$ cat src/rtl/buzzer_pkg.sv
// rtl/buzzer_pkg.sv - shared state type, note dividers and timing defaults for the buzzer arbiter
package buzzer_pkg;

   typedef enum logic [1:0] {
      S_IDLE = 2'd0,
      S_PLAY = 2'd1,
      S_GAP  = 2'd2
   } state_t;

   // Tone generator dividers for a 48 MHz system clock
   localparam logic [15:0] L_5 = 16'd61224;
   localparam logic [15:0] L_6 = 16'd54545;
   localparam logic [15:0] M_1 = 16'd45863;
   localparam logic [15:0] M_2 = 16'd40865;
   localparam logic [15:0] M_3 = 16'd36402;
   localparam logic [15:0] M_5 = 16'd30612;
   localparam logic [15:0] M_6 = 16'd27273;
   localparam logic [15:0] H_1 = 16'd22956;

   localparam int DEFAULT_TICK_CYCLES = 12_000_000;
   localparam int DEFAULT_GAP_CYCLES  = 480_000;

endpackage

$ cat src/rtl/buzzer_arbiter_if.sv
// rtl/buzzer_arbiter_if.sv - requester/arbiter signal bundle for the buzzer arbiter
interface buzzer_arbiter_if #(
   parameter int NREQ  = 3,
   parameter int DIV_W = 16,
   parameter int DUR_W = 8
);
   logic [NREQ-1:0]       req;
   logic [NREQ*DIV_W-1:0] div_in;
   logic [NREQ*DUR_W-1:0] dur_in;
   logic [NREQ-1:0]       ack;
   logic [NREQ-1:0]       done;
   logic [NREQ-1:0]       abort;
   logic [NREQ-1:0]       owner;
   logic                  busy;
   logic                  tone_en;
   logic [DIV_W-1:0]      tone_div;

   modport master (
      output req, div_in, dur_in,
      input  ack, done, abort, owner, busy, tone_en, tone_div
   );

   modport slave (
      input  req, div_in, dur_in,
      output ack, done, abort, owner, busy, tone_en, tone_div
   );
endinterface

$ cat src/rtl/cycle_timer.sv
// rtl/cycle_timer.sv - loadable down-counter that flags expiry after CYCLES enabled cycles
module cycle_timer #(
   parameter int CYCLES = 4
) (
   input  logic clk,
   input  logic rst,
   input  logic load,
   input  logic en,
   output logic expire
);
   localparam int CW = (CYCLES > 1) ? $clog2(CYCLES) : 1;

   logic [CW-1:0] count;

   // Holds at zero rather than wrapping; the owner reloads it on expiry
   always_ff @(posedge clk) begin
      if (rst) begin
         count <= '0;
      end else if (load) begin
         count <= CW'(CYCLES - 1);
      end else if (en && (count != '0)) begin
         count <= count - CW'(1);
      end
   end

   assign expire = (count == '0);
endmodule

$ cat src/rtl/buzzer_arbiter.sv
// rtl/buzzer_arbiter.sv - fixed-priority, preemptive arbiter sharing one tone generator
module buzzer_arbiter
   import buzzer_pkg::*;
#(
   parameter int NREQ        = 3,
   parameter int DIV_W       = 16,
   parameter int DUR_W       = 8,
   parameter int TICK_CYCLES = DEFAULT_TICK_CYCLES,
   parameter int GAP_CYCLES  = DEFAULT_GAP_CYCLES
) (
   input logic             sys_clk,
   input logic             sys_rst,
   buzzer_arbiter_if.slave bus
);
   state_t           state;
   logic [NREQ-1:0]  ack_q;
   logic [NREQ-1:0]  done_q;
   logic [NREQ-1:0]  abort_q;
   logic [NREQ-1:0]  owner_q;
   logic             tone_en_q;
   logic [DIV_W-1:0] tone_div_q;
   logic [DUR_W-1:0] remaining;

   logic [NREQ-1:0]  mask;
   logic [NREQ-1:0]  eligible;
   logic [NREQ-1:0]  win_oh;
   logic [DIV_W-1:0] win_div;
   logic [DUR_W-1:0] win_dur;
   logic             take;
   logic             tick_exp;
   logic             gap_exp;
   logic             tick_load;
   logic             gap_load;

   // Only requesters strictly above the owner may win; in IDLE owner is zero so all compete
   always_comb begin
      mask     = (owner_q == '0) ? {NREQ{1'b1}} : (owner_q - NREQ'(1));
      eligible = bus.req & mask;
      win_oh   = '0;
      win_div  = '0;
      win_dur  = '0;
      for (int i = NREQ - 1; i >= 0; i--) begin
         if (eligible[i]) begin
            win_oh  = NREQ'(1) << i;
            win_div = bus.div_in[i*DIV_W +: DIV_W];
            win_dur = bus.dur_in[i*DUR_W +: DUR_W];
         end
      end
      take = |eligible;
   end

   always_comb begin
      tick_load = 1'b0;
      gap_load  = 1'b0;
      if (take) begin
         tick_load = (win_dur != '0);
      end else if (state == S_PLAY && tick_exp) begin
         tick_load = (remaining != DUR_W'(1));
         gap_load  = (remaining == DUR_W'(1));
      end
   end

   cycle_timer #(.CYCLES(TICK_CYCLES)) u_tick_timer (
      .clk    (sys_clk),
      .rst    (sys_rst),
      .load   (tick_load),
      .en     (state == S_PLAY),
      .expire (tick_exp)
   );

   cycle_timer #(.CYCLES(GAP_CYCLES)) u_gap_timer (
      .clk    (sys_clk),
      .rst    (sys_rst),
      .load   (gap_load),
      .en     (state == S_GAP),
      .expire (gap_exp)
   );

   always_ff @(posedge sys_clk) begin
      if (sys_rst) begin
         state      <= S_IDLE;
         ack_q      <= '0;
         done_q     <= '0;
         abort_q    <= '0;
         owner_q    <= '0;
         tone_en_q  <= 1'b0;
         tone_div_q <= '0;
         remaining  <= '0;
      end else begin
         ack_q   <= '0;
         done_q  <= '0;
         abort_q <= '0;
         if (take) begin
            ack_q      <= win_oh;
            tone_div_q <= win_div;
            remaining  <= win_dur;
            // A note still in GAP already reported done, so only PLAY is aborted
            if (state == S_PLAY) begin
               abort_q <= owner_q;
            end
            if (win_dur == '0) begin
               done_q    <= win_oh;
               owner_q   <= '0;
               tone_en_q <= 1'b0;
               state     <= S_IDLE;
            end else begin
               owner_q   <= win_oh;
               tone_en_q <= 1'b1;
               state     <= S_PLAY;
            end
         end else begin
            case (state)
               S_PLAY: begin
                  if (tick_exp) begin
                     remaining <= remaining - DUR_W'(1);
                     if (remaining == DUR_W'(1)) begin
                        tone_en_q <= 1'b0;
                        done_q    <= owner_q;
                        state     <= S_GAP;
                     end
                  end
               end
               S_GAP: begin
                  if (gap_exp) begin
                     owner_q <= '0;
                     state   <= S_IDLE;
                  end
               end
               default: ;
            endcase
         end
      end
   end

   assign bus.ack      = ack_q;
   assign bus.done     = done_q;
   assign bus.abort    = abort_q;
   assign bus.owner    = owner_q;
   assign bus.busy     = (state != S_IDLE);
   assign bus.tone_en  = tone_en_q;
   assign bus.tone_div = tone_div_q;
endmodule

$ cat src/flat_wrapper.sv
// flat-port wrapper written by rule: the top's interface ports become plain ports
module buzzer_arbiter_flat import buzzer_pkg::*;
#(
   parameter int NREQ        = 3,
   parameter int DIV_W       = 16,
   parameter int DUR_W       = 8,
   parameter int TICK_CYCLES = DEFAULT_TICK_CYCLES,
   parameter int GAP_CYCLES  = DEFAULT_GAP_CYCLES
)
  (sys_clk, sys_rst, bus_req, bus_div_in, bus_dur_in, bus_ack, bus_done, bus_abort, bus_owner, bus_busy, bus_tone_en, bus_tone_div);
  buzzer_arbiter_if #(.NREQ(NREQ), .DIV_W(DIV_W), .DUR_W(DUR_W)) bus_i ();
  input logic sys_clk;
  input logic sys_rst;
  input wire logic [$bits(bus_i.req)-1:0] bus_req;
  input wire logic [$bits(bus_i.div_in)-1:0] bus_div_in;
  input wire logic [$bits(bus_i.dur_in)-1:0] bus_dur_in;
  output wire logic [$bits(bus_i.ack)-1:0] bus_ack;
  output wire logic [$bits(bus_i.done)-1:0] bus_done;
  output wire logic [$bits(bus_i.abort)-1:0] bus_abort;
  output wire logic [$bits(bus_i.owner)-1:0] bus_owner;
  output wire logic [$bits(bus_i.busy)-1:0] bus_busy;
  output wire logic [$bits(bus_i.tone_en)-1:0] bus_tone_en;
  output wire logic [$bits(bus_i.tone_div)-1:0] bus_tone_div;
  assign bus_i.req = bus_req;
  assign bus_i.div_in = bus_div_in;
  assign bus_i.dur_in = bus_dur_in;
  assign bus_ack = bus_i.ack;
  assign bus_done = bus_i.done;
  assign bus_abort = bus_i.abort;
  assign bus_owner = bus_i.owner;
  assign bus_busy = bus_i.busy;
  assign bus_tone_en = bus_i.tone_en;
  assign bus_tone_div = bus_i.tone_div;
  buzzer_arbiter #(.NREQ(NREQ), .DIV_W(DIV_W), .DUR_W(DUR_W), .TICK_CYCLES(TICK_CYCLES), .GAP_CYCLES(GAP_CYCLES)) u_core (.sys_clk(sys_clk), .sys_rst(sys_rst), .bus(bus_i));
endmodule
$ cat config.mk
export PLATFORM = sky130hd
export DESIGN_NAME = buzzer_arbiter_flat
export DESIGN_NICKNAME = d
export VERILOG_FILES = /design/src/rtl/buzzer_pkg.sv /design/src/rtl/buzzer_arbiter_if.sv /design/src/rtl/cycle_timer.sv /design/src/rtl/buzzer_arbiter.sv /design/src/flat_wrapper.sv
export SDC_FILE = /design/constraint.sdc
export NUM_CORES = 1
export LEC_CHECK = 0
export BUFFER_PORTS_ARGS = -buffer_cell sky130_fd_sc_hd__buf_2
export CORE_MARGIN = 2
export CORE_UTILIZATION = 50
export DETAILED_ROUTE_END_ITERATION = 8
export PLACE_DENSITY = 0.76
export SYNTH_ARGS = -nofsm -noshare
export SYNTH_HDL_FRONTEND = slang
export SYNTH_SLANG_ARGS = --single-unit
$ cat constraint.sdc
create_clock -name sys_clk -period 4.5 [get_ports sys_clk]
set_input_delay 0.9 -clock sys_clk [delete_from_list [all_inputs] [get_ports sys_clk]]
set_output_delay 0.9 -clock sys_clk [all_outputs]
set_load 0.01 [all_outputs]
## Yosys cells after proc, flatten, opt, wreduce, memory -nomap -nowiden

Index checks and enable logic that the tools add are counted.

| word-level totals | value |
|---|---|
| register bits after elaboration | 82 |
| output and inout bits | 30 |
| bits of input ports | 77 |
| word-level logic and storage cells | 95 |

| cells by class | value |
|---|---|
| bitwise logic cells | 3 |
| muxes and demuxes | 41 |
| add/subtract/negate cells | 4 |
| reductions and logical operators | 28 |
| equality and inequality tests | 7 |

Operators by type and width:

| cell | number |
|---|---|
| two-way mux 16 bit | 3 |
| two-way mux 24 bit | 2 |
| two-way mux 8 bit | 6 |
| two-way mux 3 bit | 13 |
| two-way mux 19 bit | 2 |
| zero test 24 bit | 1 |
| nonzero test 24 bit | 1 |
| subtractor 24 x 1 -> 24 bit, second input constant | 1 |
| zero test 19 bit | 1 |
| nonzero test 19 bit | 1 |
| subtractor 19 x 1 -> 19 bit, second input constant | 1 |
| nonzero test 2 bit | 8 |
| two-way mux 1 bit | 10 |
| != test 3 x 1 -> 1 bit, second input constant | 3 |
| equality test 8 x 1 -> 1 bit, second input constant | 1 |
| zero test 8 bit | 1 |
| two-way mux 2 bit | 4 |
| != test 8 x 1 -> 1 bit, second input constant | 1 |
| nonzero test 8 bit | 1 |
| subtractor 8 x 1 -> 8 bit, second input constant | 1 |
| OR reduction 2 bit | 3 |
| OR reduction 3 bit | 2 |
| one-hot mux 2 bit (2 select lines) | 1 |
| AND reduction 2 bit | 2 |
| other kinds (10) | 13 |

## Depth between registers and ports, before layout

Gate-level depths: netlist of run 1.

| depth | value |
|---|---|
| depth in word-level cells | 9 |
| gate-level depth with buffers | 11 |
| depth with buffers taken out | 8 |

## Hierarchy

Synthesis of run 1 repeated with hierarchy kept, for this count alone.

| unflattened totals | value |
|---|---|
| cells, all modules | 539 |
| area total of the unflattened synthesis | 4478.0 µm² |

Modules (own cells, without submodules):

| module | sequential area each (µm²) | instances | area each (µm²) | cells each |
|---|---|---|---|---|
| buzzer_arbiter | 780.7 | 1 | 2034.5 | 252 |
| cycle_timer (u_core.u_tick_timer) | 480.5 | 1 | 1293.7 | 147 |
| cycle_timer (u_core.u_gap_timer) | 380.4 | 1 | 1149.9 | 140 |

## Least setup slack after synthesis of run 1

Ideal clock, no wire load.

| timing | value |
|---|---|
| kind | register -> register |
| from | reg u_core.owner_q[0] (netlist: u_core.bus.owner[0]) |
| to | reg u_core.u_tick_timer.count[23] |
| arrival | 2.633 ns |
| slack | 1.735 ns |
| required time | 4.367 ns |
| setup time | 0.133 ns |
| cell stages (with the launch flop) | 12 |
| cells stage by stage | dfxtp_1 > inv_1 > ha_1 > or3_1 > buf_6 > and3_4 > a221o_1 > a2111oi_2 > and2_1 > buf_4 > buf_4 > a31oi_1 |

| on the way | value |
|---|---|
| word-level cells in the longest chain between the ends | 9 |

Ends and longest elaborated chain:

| element | line | RTL |
|---|---|---|
| from (decl) | buzzer_arbiter.sv:19 | `logic [NREQ-1:0] owner_q;` |
| from (signal assigned) | buzzer_arbiter.sv:107 | `owner_q <= win_oh;` |
| subtractor 3 x 1 -> 3 bit / zero test 3 bit (equally long branches) | buzzer_arbiter.sv:37 | `mask = (owner_q == '0) ? {NREQ{1'b1}} : (owner_q - NREQ'(1));` |
| two-way mux 3 bit (*) | buzzer_arbiter.sv:37 |  |
| AND 3 bit (*) | buzzer_arbiter.sv:38 | `eligible = bus.req & mask;` |
| two-way mux 8 bit (3 in a row) | buzzer_arbiter.sv:43 | `if (eligible[i]) begin` |
| nonzero test 8 bit | buzzer_arbiter.sv:56 | `tick_load = (win_dur != '0);` |
| two-way mux 1 bit (*) | buzzer_arbiter.sv:55 | `if (take) begin` |
| two-way mux 24 bit / nonzero test 2 bit (equally long branches) | -- |  |
| to (signal assigned) | cycle_timer.sv:20 | `count <= CW'(CYCLES - 1);` |
| to (signal assigned) | cycle_timer.sv:22 | `count <= count - CW'(1);` |
| to (decl) | cycle_timer.sv:13 | `logic [CW-1:0] count;` |

Every way passes the cells marked *; elsewhere a longest branch is shown, timed or not.
A chain may end at the register's enable or synchronous reset.

## Worst setup path after layout of run 1

| timing | value |
|---|---|
| from | reg u_core.owner_q[0] (netlist: u_core.bus.owner[0]) |
| to | reg u_core.u_tick_timer.count[13] |

| on the way | value |
|---|---|
| word-level cells in the longest chain between the ends | 9 |

Ends and longest elaborated chain:

| element | line |
|---|---|
| subtractor 3 x 1 -> 3 bit / zero test 3 bit (equally long branches) | buzzer_arbiter.sv:37 |
| two-way mux 3 bit (*) | buzzer_arbiter.sv:37 |
| AND 3 bit (*) | buzzer_arbiter.sv:38 |
| two-way mux 8 bit (3 in a row) | buzzer_arbiter.sv:43 |
| nonzero test 8 bit | buzzer_arbiter.sv:56 |
| two-way mux 1 bit (*) | buzzer_arbiter.sv:55 |
| OR reduction 2 bit (no source line) (*) | -- |

Marked as above.

==> impl_metrics.py, run 1 <==
metrics = {
    "outcome": {
        "outcome": "completed",
    },
    "setup_path": {
        "r2r_slack_ps": 990,
        "critPathKind": "reg -> reg",
        "critPathCaptureType": "flop",
        "max_stage_delay_ps": 810,
        "rr_startpoint": "u_core.bus.owner[0]",
        "reg2reg_depth": 8,
        "timing.rr.end": "u_core.u_tick_timer.count[13]",
        "cp_max_fo": 26,
        "crit_arrival_ps": 3800,
        "crit_chain": "inv_1 -> ha_1 -> nand2b_1 -> and3_4 -> a221o_1 -> a2111oi_2 -> and2_1 -> and3_1",
        "crit_required_ps": 4790,
        "critPathBufInv": 1,
        "cp_slowest_cell": "and2_1",
        "start_kind": "flop",
        "critical_path.top_delay_family": "simple AND/OR/NAND/NOR gates",
    },
    "timing": {
        "final.setup_skew_ps": 12.6,
        "max_freq_mhz": 285,
        "maxSlewViolCount": 0,
        "hold_slack_ps": 492,
        "tightest_slew_ps": 1090,
        "fin_crit_ps": 3510,
        "slew_headroom_pct": 26.7,
        "grt_setup_unrepaired": "no",
        "tns_ps": 0,
        "finalHoldViolations": 0,
        "setup_viol": 0,
        "min_period_over_period_pct": 78.0,
    },
    "cts": {
        "post-cts-setup-buffer-count": 0,
        "cts-hold-fix-buffers": 0,
        "cts-resized-gates": 0,
        "tritoncts": "yes",
        "cts_buffers": 9,
        "path_clk_slew_ps": 90,
        "htreeDepth": 3,
        "clock_sinks": 82,
        "clock_path_buffers": 2,
        "clockRootBuffer": "clkbuf_8",
        "clk_latency_ps": 360,
    },
    "detailed_routing": {
        "detail_route.first_pass.iterations": 5,
        "drcViolationCount": 0,
        "wl_per_cell_microns": 15.5,
        "drt_wl_total_mm": 11.0,
        "drtIter0Drc": 127,
        "drtAntennaViolNets": 0,
        "viasPerCell": 5.80,
        "vias": 4098,
    },
    "die": {
        "start_util_pct": 52.0,
        "ios": 107,
        "coreArea_sq_mm": 0.00826,
        "die_x_microns": 96.7,
        "fp.dieArea_sq_mm": 0.00935,
        "rows": 33,
        "fp.dieH_microns": 96.7,
    },
    "synth": {
        "synthSimpleGateAreaFrac_pct": 26.4,
        "synthMuxAreaShare_pct": 1.89,
        "synth-seq-cells": 82,
        "ys_types": 58,
        "synth_top_family_by_area": "simple AND/OR/NAND/NOR gates",
        "ys_seq_area_share_pct": 38.2,
        "avgSynthCellArea_sq_um": 8.46,
        "synth_fa_ha_area_share_pct": 3.20,
        "synth_xor_area_share_pct": 8.15,
        "synth_ff_type": "dfxtp_1",
        "synth_cells": 508,
        "synth_edf_count": 0,
        "netlist_area_sq_mm": 0.00430,
        "syn-num-nets": 596,
        "synth-compound-area-share_pct": 16.9,
        "yosys_warnings": 0,
        "async_flop_share_pct": 0,
    },
    "global_route": {
        "gr-total-overflow": 0,
        "grt_first_pass_wirelength_mm": 17.8,
        "antenna_found_initial": 0,
        "grt.total_usage_pct": 22.4,
        "grt_max_degree": 43,
        "grt_pass1_vias": 3951,
    },
    "power": {
        "p_seq_share_pct": 48.3,
        "swShare_pct": 29.1,
        "power_leakage_uw": 0.00215,
        "p_sw_uw": 477,
        "powerDensity_mw_per_mm2": 325,
        "clkPwrFrac_pct": 34.4,
        "p_int_uw": 1160,
        "ir_worst_vdd_mv": 0.191,
        "pwr-share-comb_pct": 17.3,
    },
    "final_layout": {
        "diodes": 0,
        "syn_to_final_growth_pct": 17.4,
        "fill_cells": 750,
        "drive_above_1_share_pct": 23.0,
        "nNetsFinal": 684,
        "fin_area_sq_mm": 0.00505,
    },
    "worst_hold_path": {
        "hold_start": "u_core.bus.tone_div[11]",
        "hold_depth": 2,
        "worstHoldEndpoint": "u_core.bus.tone_div[11]",
        "hold_path.class": "reg -> reg",
    },
    "place": {
        "place_area_sq_mm": 0.00484,
        "port-buffer-count": 106,
        "gp_congestion": 0.930,
        "hpwl_mm": 7.86,
    },
    "job": {
        "drv_cap": 0,
    },
}
-- placed cells by master (no fill, tap or decap), types with 11 or more instances in the layout --
master   Yosys  layout
o21ai_0     21      21
dfxtp_1     82      82
nand2_1     29      29
nor2_1      39      39
a21oi_1     20      20
buf_2        4     106
or3_1       15      15
o22ai_1     16      16
nor3_1      50      50
ha_1        11      11
nand3_1     11      11
inv_1       19      19
a31oi_1     18      18
xnor2_1     32      32
-- cells by family after synthesis --
kind of cell	after synthesis
adder cells (fa/ha/maj)	11
flip-flops	82
multiplexers	8
XOR/XNOR	40
AO/OA/AOI/OAI	106
buffers and inverters	52
AND/OR/NAND/NOR	209
-- flip-flops by register name, indices dropped and copies added, names as in the netlist --
register,cells
u_core.u_tick_timer.count,24
u_core.bus.abort,3
u_core.bus.owner,3
u_core.bus.done,3
u_core.remaining,8
u_core.state,2
u_core.u_gap_timer.count,19
u_core.bus.tone_div,16
u_core.bus.ack,3
u_core.bus.tone_en,1
-- power groups by stage --
stage | sequential (uW) | clock, uW | combinational [uW]
global placement | 807 | 0 | 275
global route | 797 | 596 | 312
detailed placement | 809 | 0 | 282
finish | 793 | 564 | 284
CTS | 793 | 570 | 283
floorplan | 815 | 0 | 178
-- how the worst max path moves through the flow --
stage                                   start                             to  cells past startpoint
after global placement             bus_req[1]  u_core.u_tick_timer.count[19]                      7
after CTS                 u_core.bus.owner[0]  u_core.u_tick_timer.count[13]                      8
after floorplan           u_core.bus.owner[0]  u_core.u_tick_timer.count[23]                     11
after detailed placement           bus_req[1]  u_core.u_tick_timer.count[13]                      7
after global routing      u_core.bus.owner[0]   u_core.u_tick_timer.count[9]                      8
final                     u_core.bus.owner[0]  u_core.u_tick_timer.count[13]                      8
-- metrics by stage --
stage / setup slack, ps / total power, uW / util, % / std cells
CTS: 1010 / 1650 / 61.1 / 706
detailed placement: 1010 / 1090 / 58.6 / 690
floorplan: 1730 / 992 / - / 508
global placement: 1160 / 1080 / 58.6 / 690
finish: 992 / 1640 / 61.1 / 706
global route: 729 / 1710 / 61.1 / 706
-- worst reg2reg max path: stages, from the launching register on --
cell	delay (ps)
dfxtp_1	390
inv_1	130
ha_1	390
nand2b_1	330
and3_4	240
a221o_1	340
a2111oi_2	520
and2_1	810
and3_1	290
-- layout make-up --
type	instances	area, sq um	area share (%)
well taps	105	131	2.60
clock buffers	10	138	2.73
flip-flops and latches	82	1640	32.5
inverters	19	71.3	1.41
repair buffers	110	561	11.1
clock inverters	6	71.3	1.41
multi-input cells	374	2430	48.2
-- cells in the mapped netlist, types with 8 or more instances --
library cell  instances  area, sq um
clkbuf_1             24         90.1
xnor2_1              32          280
and3_1                9         56.3
ha_1                 11          138
nand2_1              29          109
o22ai_1              16          100
dfxtp_1              82         1640
o21ai_0              21          105
nor4_1               10         62.6
nand3_1              11         55.1
a21oi_1              20          100
xor2_1                8         70.1
nor2_1               39          146
inv_1                19         71.3
nor3_1               50          250
or3_1                15         93.8
a31oi_1              18          113
-- layer usage --
| metal | part of all wire (%) | GRT usage, % | vias up |
|---|---|---|---|
| li1 | - | - | 2036 |
| met1 | 43 | 27.7 | 1939 |
| met2 | 51 | 38.9 | 98 |
| met3 | 4.0 | 3.61 | 25 |
| met4 | 2.0 | 8.99 | 0 |
| met5 | 0 | 0 | - |
Note: power is estimated with default switching activity, not from simulation.
==> run 2: changes to the inputs <==
--- a/config.mk
+++ b/config.mk
@@ -7,7 +7,7 @@
 export LEC_CHECK = 0
 export BUFFER_PORTS_ARGS = -buffer_cell sky130_fd_sc_hd__buf_2
 export CORE_MARGIN = 2
-export CORE_UTILIZATION = 50
+export CORE_UTILIZATION = 48
 export DETAILED_ROUTE_END_ITERATION = 8
 export PLACE_DENSITY = 0.76
 export SYNTH_ARGS = -nofsm -noshare
==> constraint.sdc (replaced) <==
create_clock -name sys_clk -period 2.8 [get_ports sys_clk]
set_input_delay 0.56 -clock sys_clk [delete_from_list [all_inputs] [get_ports sys_clk]]
set_output_delay 0.56 -clock sys_clk [all_outputs]
set_load 0.01 [all_outputs]
==> run 2 against run 1 <==
  * Sequential power increased by 61%
  * Sequential share of layout area decreased by 1.1 points
  * Fmax increased by 35%
  * First-iteration DRC count increased by 120%
  * Global-route usage increased by 0.56 points
  * Critical path depth increased by 1
  * Clock power increased by 58%
  * Count of clock-buffer cells in the layout increased by 3
  * Design area increased by 3.6%
  * Total power increased by 62%
  * Via count increased by 1.2%
  * Largest cell class unchanged
==> impl_metrics.py, run 2 (same netlist as run 1, synthesis figures left out) <==
metrics = {
    "timing": {
        "tightest_slew_ps": 839,
        "setup_slack_ps": 205,
        "fin_crit_ps": 2600,
        "grt_setup_unrepaired": "no",
        "setup_viol": 0,
        "maxSlewViolCount": 0,
        "min_period_over_period_pct": 92.7,
        "final.setup_skew_ps": 10.3,
        "slew_headroom_pct": 44.1,
        "finalHoldViolations": 0,
        "max_freq_mhz": 385,
    },
    "place": {
        "post-place-ws_ps": -18.4,
        "port-buffer-count": 106,
        "hpwl_mm": 8.11,
        "place_area_sq_mm": 0.00497,
        "gp_congestion": 0.901,
    },
    "power": {
        "power_leakage_uw": 0.00225,
        "ir_worst_vdd_mv": 0.305,
        "finalPower_uw": 2650,
        "swShare_pct": 27.4,
        "p_int_uw": 1930,
        "p_sw_uw": 728,
        "pwr-share-comb_pct": 18.5,
        "p_seq_share_pct": 48.1,
        "powerDensity_mw_per_mm2": 508,
        "clkPwrFrac_pct": 33.5,
    },
    "setup_path": {
        "cp_max_fo": 26,
        "reg2reg_depth": 9,
        "critPathKind": "reg -> reg",
        "critPathCaptureType": "flop",
        "crit_arrival_ps": 2820,
        "start_kind": "flop",
        "crit_required_ps": 3020,
    },
    "cts": {
        "clock_path_buffers": 2,
        "clk_latency_ps": 360,
        "tritoncts": "yes",
        "cts_buffers": 9,
        "cts-hold-fix-buffers": 0,
        "clock_sinks": 82,
        "htreeDepth": 3,
        "path_clk_slew_ps": 80,
        "clockRootBuffer": "clkbuf_8",
    },
    "final_layout": {
        "mostFrequentLayoutCell": "buf_2",
        "final_core_utilization_pct": 60.0,
        "largest_register_ffs": 24,
        "nNetsFinal": 701,
        "layout_common_cells": "106 x buf_2, 80 x dfxtp_1, 49 x nor3_1, 39 x nor2_1, 32 x xnor2_1",
        "diodes": 0,
        "top_register": "u_core.u_tick_timer.count",
        "syn_to_final_growth_pct": 21.7,
        "fill_cells": 781,
        "drive_above_1_share_pct": 25.9,
        "multi_input_area_sq_mm": 0.00247,
        "register_area_sq_mm": 0.00164,
        "fin_area_sq_mm": 0.00523,
    },
    "detailed_routing": {
        "wl_per_cell_microns": 15.5,
        "drtIter0Drc": 281,
        "drcViolationCount": 0,
        "detail_route.first_pass.iterations": 5,
        "vias": 4148,
        "viasPerCell": 5.72,
        "drt_wl_total_mm": 11.3,
        "drtAntennaViolNets": 0,
    },
    "die": {
        "rows": 34,
        "start_util_pct": 49.3,
        "fp.dieH_microns": 98.6,
        "coreArea_sq_mm": 0.00872,
        "fp.dieArea_sq_mm": 0.00972,
        "die_x_microns": 98.6,
        "ios": 107,
    },
    "global_route": {
        "grt_first_pass_wirelength_mm": 18.5,
        "gr-total-overflow": 0,
        "antenna_found_initial": 0,
        "grt_max_degree": 33,
        "grt.total_usage_pct": 23.0,
        "grt_pass1_vias": 4034,
    },
    "job": {
        "drv_cap": 0,
    },
    "outcome": {
        "outcome": "completed",
    },
    "worst_hold_path": {
        "hold_path.class": "reg -> reg",
        "hold_depth": 2,
    },
}
## run 2: critical path: stages, from the launching register on
cell	delay [ps]
dfxtp_2	380
inv_2	80
ha_2	190
or3_4	410
and3_4	200
a221o_1	330
a2111oi_2	370
and2_1	230
buf_12	180
a31oi_1	90
## run 2: final cells by class
class / count / area share [%]
Clock inverter: 2 / 0.670
Inverter: 19 / 1.36
Timing Repair Buffer: 127 / 13.4
Multi-Input combinational cell: 374 / 47.3
Clock buffer: 13 / 3.23
Sequential cell: 82 / 31.4
Tap cell: 108 / 2.58
## run 2: final timing paths
check                         start                      endpoint  slack [ps]
max reg2reg     u_core.bus.owner[0]  u_core.u_tick_timer.count[0]         200
min          u_core.bus.tone_div[6]        u_core.bus.tone_div[6]         490
max             u_core.bus.owner[0]  u_core.u_tick_timer.count[0]         200
min reg2reg  u_core.bus.tone_div[6]        u_core.bus.tone_div[6]         490
## run 2: metrics by stage
step | hold WS, ps | cells | setup TNS [ps]
after global placement | 476 | 709 | 0
after detailed placement | 478 | 709 | -91.1
after floorplan | 492 | 508 | 0
after CTS | 493 | 724 | 0
final | 490 | 725 | 0
after global routing | 519 | 725 | 0
## run 2: layer usage
| metal | track usage [%] | routed length, microns | share of wire (%) |
|---|---|---|---|
| met2 | 40.1 | 5690 | 51 |
| met5 | 0 | 0 | 0 |
| met1 | 29.3 | 4840 | 43 |
| met4 | 7.38 | 142 | 1.3 |
| met3 | 3.48 | 590 | 5.2 |
## run 2: power groups by stage
| stage | logic (uW) | registers, uW | clock network (uW) |
|---|---|---|---|
| finish | 490 | 1280 | 889 |
| global placement | 457 | 1300 | 0 |
| CTS | 475 | 1270 | 906 |
| global route | 543 | 1280 | 945 |
| floorplan | 286 | 1310 | 0 |
| detailed placement | 470 | 1300 | 0 |
## run 2: repair_timing
item,4_1_cts,5_1_grt
setup buffers,0,1
resized for setup,2,8
pin swaps,0,2
setup endpoints to repair,25,34
